$ cat config.mk
export PLATFORM = sky130hd
export DESIGN_NAME = bcd_serial_adder_ctrl_flat
export DESIGN_NICKNAME = d
export VERILOG_FILES = /design/src/rtl/bcd_pkg.sv /design/src/rtl/bcd_serial_adder_ctrl_if.sv /design/src/rtl/bcd_serial_adder_ctrl_digit_adder.sv /design/src/rtl/bcd_serial_adder_ctrl.sv /design/src/flat_wrapper.sv
export SDC_FILE = /design/constraint.sdc
export NUM_CORES = 1
export LEC_CHECK = 0
export ABC_CLOCK_PERIOD_IN_PS = 7600
export BUFFER_PORTS_ARGS = -buffer_cell sky130_fd_sc_hd__buf_2
export CAP_MARGIN = 20
export CELL_PAD_IN_SITES_DETAIL_PLACEMENT = 0
export CELL_PAD_IN_SITES_GLOBAL_PLACEMENT = 1
export CORE_MARGIN = 3
export CORE_UTILIZATION = 46
export CTS_CLUSTER_DIAMETER = 100
export DETAILED_ROUTE_END_ITERATION = 8
export PLACE_DENSITY = 0.87
export SYNTH_ARGS = -nofsm -noshare
export SYNTH_HDL_FRONTEND = slang
export SYNTH_SLANG_ARGS = --single-unit
export TNS_END_PERCENT = 20
$ cat constraint.sdc
create_clock -name CLOCK_50 -period 7.6 [get_ports CLOCK_50]
set_clock_uncertainty 0.1 [all_clocks]
set_input_delay 0.76 -clock CLOCK_50 [delete_from_list [all_inputs] [get_ports CLOCK_50]]
set_output_delay 0.76 -clock CLOCK_50 [all_outputs]
set_load 0.01 [all_outputs]
$ cat src/rtl/bcd_pkg.sv
// bcd_pkg: shared FSM encodings, BCD limits and seven-segment codes for the serial BCD adder
package bcd_pkg;
  typedef enum logic [1:0] {
    ST_IDLE = 2'd0,
    ST_LOAD = 2'd1,
    ST_ADD  = 2'd2,
    ST_DONE = 2'd3
  } state_t;
  localparam logic [3:0] BCD_MAX = 4'd9;
  localparam logic [3:0] BCD_ADJ = 4'd6;
  localparam logic [6:0] SEG0 = 7'b1000000;
  localparam logic [6:0] SEG1 = 7'b1111001;
  localparam logic [6:0] SEG2 = 7'b0100100;
  localparam logic [6:0] SEG3 = 7'b0110000;
  localparam logic [6:0] SEG4 = 7'b0011001;
  localparam logic [6:0] SEG5 = 7'b0010010;
  localparam logic [6:0] SEG6 = 7'b0000010;
  localparam logic [6:0] SEG7 = 7'b1111000;
  localparam logic [6:0] SEG8 = 7'b0000000;
  localparam logic [6:0] SEG9 = 7'b0010000;
  localparam logic [6:0] SEG_BLANK = 7'b1111111;
  function automatic logic digit_bad(input logic [3:0] d);
    return d > BCD_MAX;
  endfunction
endpackage

$ cat src/rtl/bcd_serial_adder_ctrl_if.sv
// bcd_serial_adder_ctrl_if: start/busy/done handshake and operand/result bus of the serial BCD adder
interface bcd_serial_adder_ctrl_if #(parameter int DIGITS = 4);
  logic start;
  logic [4*DIGITS-1:0] a;
  logic [4*DIGITS-1:0] b;
  logic busy;
  logic done;
  logic [4*DIGITS-1:0] sum;
  logic cout;
  logic err;
  modport master(output start, a, b, input busy, done, sum, cout, err);
  modport slave(input start, a, b, output busy, done, sum, cout, err);
endinterface

$ cat src/rtl/bcd_serial_adder_ctrl_digit_adder.sv
// bcd_digit_adder: one-digit BCD adder built from a 4-bit ripple full-adder slice with >9 correction
module full_adder (
  input  logic a,
  input  logic b,
  input  logic cin,
  output logic s,
  output logic cout
);
  assign s = a ^ b ^ cin;
  assign cout = (a & b) | (cin & (a ^ b));
endmodule

module bcd_digit_adder
  import bcd_pkg::*;
(
  input  logic [3:0] a,
  input  logic [3:0] b,
  input  logic       cin,
  output logic [3:0] digit,
  output logic       cout
);
  logic [4:0] c;
  logic [3:0] s;
  assign c[0] = cin;
  for (genvar i = 0; i < 4; i++) begin : g_fa
    full_adder u_fa (.a(a[i]), .b(b[i]), .cin(c[i]), .s(s[i]), .cout(c[i+1]));
  end
  assign cout = {c[4], s} > {1'b0, BCD_MAX};
  assign digit = cout ? s + BCD_ADJ : s;
endmodule

$ cat src/rtl/bcd_serial_adder_ctrl.sv
// bcd_serial_adder_ctrl: adds two packed BCD operands one digit per clock through a single shared digit adder
module bcd_serial_adder_ctrl
  import bcd_pkg::*;
#(
  parameter int DIGITS = 4
) (
  input logic CLOCK_50,
  input logic rst,
  bcd_serial_adder_ctrl_if.slave bus
);
  localparam int W = 4 * DIGITS;
  localparam int IW = DIGITS > 1 ? $clog2(DIGITS) : 1;
  state_t state, nxt;
  logic [W-1:0] sa, sb, sum;
  logic [IW-1:0] idx;
  logic carry, cout, err, busy, done, bad, last, dcout;
  logic [3:0] digit;
  bcd_digit_adder u_add (.a(sa[3:0]), .b(sb[3:0]), .cin(carry), .digit(digit), .cout(dcout));
  assign last = idx == IW'(DIGITS - 1);
  assign bus.sum = sum;
  assign bus.cout = cout;
  assign bus.err = err;
  assign bus.busy = busy;
  assign bus.done = done;
  // flag any non-decimal digit in the operands being captured this LOAD cycle
  always_comb begin
    bad = 1'b0;
    for (int i = 0; i < DIGITS; i++) bad = bad | digit_bad(bus.a[4*i +: 4]) | digit_bad(bus.b[4*i +: 4]);
  end
  // next-state: start only honoured in IDLE, invalid operands skip straight to DONE
  always_comb begin
    nxt = state;
    case (state)
      ST_IDLE: nxt = bus.start ? ST_LOAD : ST_IDLE;
      ST_LOAD: nxt = bad ? ST_DONE : ST_ADD;
      ST_ADD:  nxt = last ? ST_DONE : ST_ADD;
      default: nxt = ST_IDLE;
    endcase
  end
  // state register
  always_ff @(posedge CLOCK_50 or posedge rst) begin
    if (rst) state <= ST_IDLE;
    else state <= nxt;
  end
  // datapath: capture operands at LOAD, then shift one digit per ADD cycle into the result slot
  always_ff @(posedge CLOCK_50 or posedge rst) begin
    if (rst) begin
      sa <= '0;
      sb <= '0;
      sum <= '0;
      idx <= '0;
      carry <= 1'b0;
      cout <= 1'b0;
      err <= 1'b0;
      busy <= 1'b0;
      done <= 1'b0;
    end else begin
      busy <= nxt == ST_LOAD || nxt == ST_ADD;
      done <= nxt == ST_DONE;
      if (state == ST_LOAD) begin
        sa <= bus.a;
        sb <= bus.b;
        idx <= '0;
        carry <= 1'b0;
        cout <= 1'b0;
        err <= bad;
        sum <= bad ? '1 : '0;
      end else if (state == ST_ADD) begin
        sa <= sa >> 4;
        sb <= sb >> 4;
        sum[4*idx +: 4] <= digit;
        carry <= dcout;
        idx <= idx + 1'b1;
        if (last) cout <= dcout;
      end
    end
  end
endmodule

$ cat src/flat_wrapper.sv
// flat-port wrapper written by rule: the top's interface ports become plain ports
module bcd_serial_adder_ctrl_flat import bcd_pkg::*;
#(
  parameter int DIGITS = 4
)
  (CLOCK_50, rst, bus_start, bus_a, bus_b, bus_busy, bus_done, bus_sum, bus_cout, bus_err);
  bcd_serial_adder_ctrl_if #(.DIGITS(DIGITS)) bus_i ();
  input logic CLOCK_50;
  input logic rst;
  input wire logic [$bits(bus_i.start)-1:0] bus_start;
  input wire logic [$bits(bus_i.a)-1:0] bus_a;
  input wire logic [$bits(bus_i.b)-1:0] bus_b;
  output wire logic [$bits(bus_i.busy)-1:0] bus_busy;
  output wire logic [$bits(bus_i.done)-1:0] bus_done;
  output wire logic [$bits(bus_i.sum)-1:0] bus_sum;
  output wire logic [$bits(bus_i.cout)-1:0] bus_cout;
  output wire logic [$bits(bus_i.err)-1:0] bus_err;
  assign bus_i.start = bus_start;
  assign bus_i.a = bus_a;
  assign bus_i.b = bus_b;
  assign bus_busy = bus_i.busy;
  assign bus_done = bus_i.done;
  assign bus_sum = bus_i.sum;
  assign bus_cout = bus_i.cout;
  assign bus_err = bus_i.err;
  bcd_serial_adder_ctrl #(.DIGITS(DIGITS)) u_core (.CLOCK_50(CLOCK_50), .rst(rst), .bus(bus_i));
endmodule
==> metrics.txt <==
CORE AREA 6060 sq um; CP Launch Point u_core.sb[0]$_DFFE_PP0P_; largest net degree at the start of global routing 76; setup violators final 0; Area Overhead vs Synth 17.6%; Mapped Cells 285; Die Y-Extent 86.1 um; FF-to-FF Start u_core.sb[0]$_DFFE_PP0P_; layout cell share with drive strength beyond 1 26.9%; CP cell instances fa_1 > fa_1 > fa_1 > fa_1 > a21boi_4 > nor2_1 > a21oi_2 > o211ai_1; Critical Path Sink Type register; Tot Pwr 1.87 mW; Antenna Nets Post-Route 0; IO buf count 54; CP most frequent cell fa_1; postcts setup bufs 0; total gr overflow 0; max-cap violation count 0; final wirelength 6230 um; final slew viol count 0; register bit total from synthesis 57; # IOs 55; hold path startpoint u_core.bus.sum[12]$_DFFE_PP0P_; Max Root-Sink Buffers 2; final period utilization 41.4%; Final GP Congestion 0.852; Peak VDD IR 0.253 mV; Post-DP Area 3230 sq um; vias per std cell 5.20; setup total negative slack 0 ns; antenna fix cells 0; via count 2169; leading area contributor after synthesis dfrtp_1; gr usage total 18.8%; list of most frequent post-synthesis cells dfrtp_1, a21oi_1, nor2_1; number of H-tree levels 3; asr flop ratio synth 100%; 1st-iter DRT viols 128; Yosys cell types 37; run status completed; CTS tree built; Initial Util 48.7%; Worst-Margin Slew 0.729 ns; Pleak 1.58 nW; count leader, synth dfrtp_1; Clk Latency, worst-skew pair 0.34 ns; DR WL/cell 14.9 um; Slew HR 51.4%; WP data required 7.69 ns; clock slew at reported path FFs 0.07 ns; Clk Tree Root Cell clkbuf_8; net count after synthesis 335; crit path time final 3.15 ns; slowest CP cell fa_1; initial antenna violation count 0; fillcell total 559; worst setup path category reg -> reg; Finished Cell Area 3470 sq um; full die area 7410 sq um; FP Rows 28; PostCTS Resize Cnt 0; Synth top area share 48.4%; vias in the first global route 2182; cts hold-fix bufs 0; clk sink count 57; die width 86.1 um; Area contributors post-synth dfrtp_1, mux2i_1, a21oi_1; First-pass DRT Iterations 4; Worst setup SP type register; crit path DAT 3.24 ns; setup slack after placement 4.46 ns; Critical Path Max Stage Delay 0.57 ns; number of synthesized flops with an enable pin 0; DP Wirelength 4230 um; Setup WS post-layout 4.45 ns; Min Hold Slack 0.389 ns; Hold/Removal Path Class reg -> reg; PwrDens 540 nW/um^2; Syn Area/Cell 10.3 sq um; DRC 0; Inserted Clock Buffers 9; yosys warns 0; Seq/Total Area, Yosys 48.4%; Post-Syn Area 2950 sq um; RSZ-0062 raised after global routing false; Max Fclk 317 MHz; Hold Violations, Final 0; worst-path fanout max 5; Nets 387; main flop type after synthesis dfrtp_1; first-pass GRT wire length 10700 um
-- cell usage in the layout (no fill, tap or decap), types with 2 or more instances in the layout --
cell,instances
nand3_1,11
ha_2,2
nor2_1,28
a21oi_1,35
o211ai_1,3
nand4_1,2
clkbuf_8,10
fa_1,4
o21ai_0,11
o21ai_2,3
o211ai_2,5
buf_2,54
dfrtp_1,57
nand2_1,19
inv_1,15
nand2b_1,6
ha_1,9
mux2i_1,24
bufinv_16,3
o21ai_1,17
buf_4,3
-- layer usage --
layer,vias up,track usage (%),routed length (um)
met5,-,0,0
met4,0,7.34,106
met3,7,5.28,377
met2,67,29.0,2880
met1,1002,25.0,2870
li1,1093,-,-
-- power breakdown --
part	leakage (nW)	internal, mW	switching (mW)	total (mW)
Clock	0.120	0.226	0.128	0.354
Combinational	0.750	0.371	0.614	0.986
Sequential	0.705	0.449	0.0835	0.532
Total	1.58	1.05	0.826	1.87
-- registers in the layout, indices dropped and copies added, names as in the netlist --
register,cells
u_core.bus.busy,1
u_core.bus.cout,1
u_core.bus.done,1
u_core.bus.err,1
u_core.bus.sum,16
u_core.carry,1
u_core.idx,2
u_core.sa,16
u_core.sb,16
u_core.state,2
-- layout make-up --
cell class / count / area [sq um] / share of cell area, %
Sequential cell: 57 / 1430 / 41.1
Timing Repair Buffer: 57 / 293 / 8.44
Tap cell: 75 / 93.8 / 2.70
Inverter: 16 / 60.1 / 1.73
Multi-Input combinational cell: 196 / 1350 / 39.0
Clock inverter: 5 / 103 / 2.96
Clock buffer: 11 / 141 / 4.08
-- path summary, 6_finish.rpt --
check / slack (ns) / endpoint / cells past startpoint
setup / recovery: 4.45 / u_core.bus.sum[1]$_DFFE_PP0P_ / 8
hold / removal: 0.39 / u_core.bus.sum[12]$_DFFE_PP0P_ / 2
setup reg to reg: 4.45 / u_core.bus.sum[1]$_DFFE_PP0P_ / 8
hold reg to reg: 0.39 / u_core.bus.sum[12]$_DFFE_PP0P_ / 2
max in group asynchronous: 6.39 / u_core.bus.sum[8]$_DFFE_PP0P_ / 3
min in group asynchronous: 0.51 / u_core.sb[14]$_DFFE_PP0P_ / 3
-- stage by stage --
stage	instances	util, %
after floorplan	285	-
after global placement	401	53.2
after detailed placement	401	53.2
after CTS	417	57.2
after global routing	417	57.2
final	417	57.2
-- critical path: cells and delay by family, from the launching register on --
| family | cells | cell delay, ns |
|---|---|---|
| AO/OA/AOI/OAI | 3 | 0.63 |
| flip-flops | 1 | 0.40 |
| adder cells (fa/ha/maj) | 4 | 1.80 |
| AND/OR/NAND/NOR | 1 | 0.08 |
-- cell families after synthesis --
group	count (synthesis)	share of synthesized area (%)
DFF	57	48.4
buffers and inverters	32	5.94
muxes	25	8.53
and+or+nand+nor	73	12.0
adders and majority gates	15	7.38
AOI/OAI and AO/OA	83	17.8
Power figures use the tool's default switching activity.
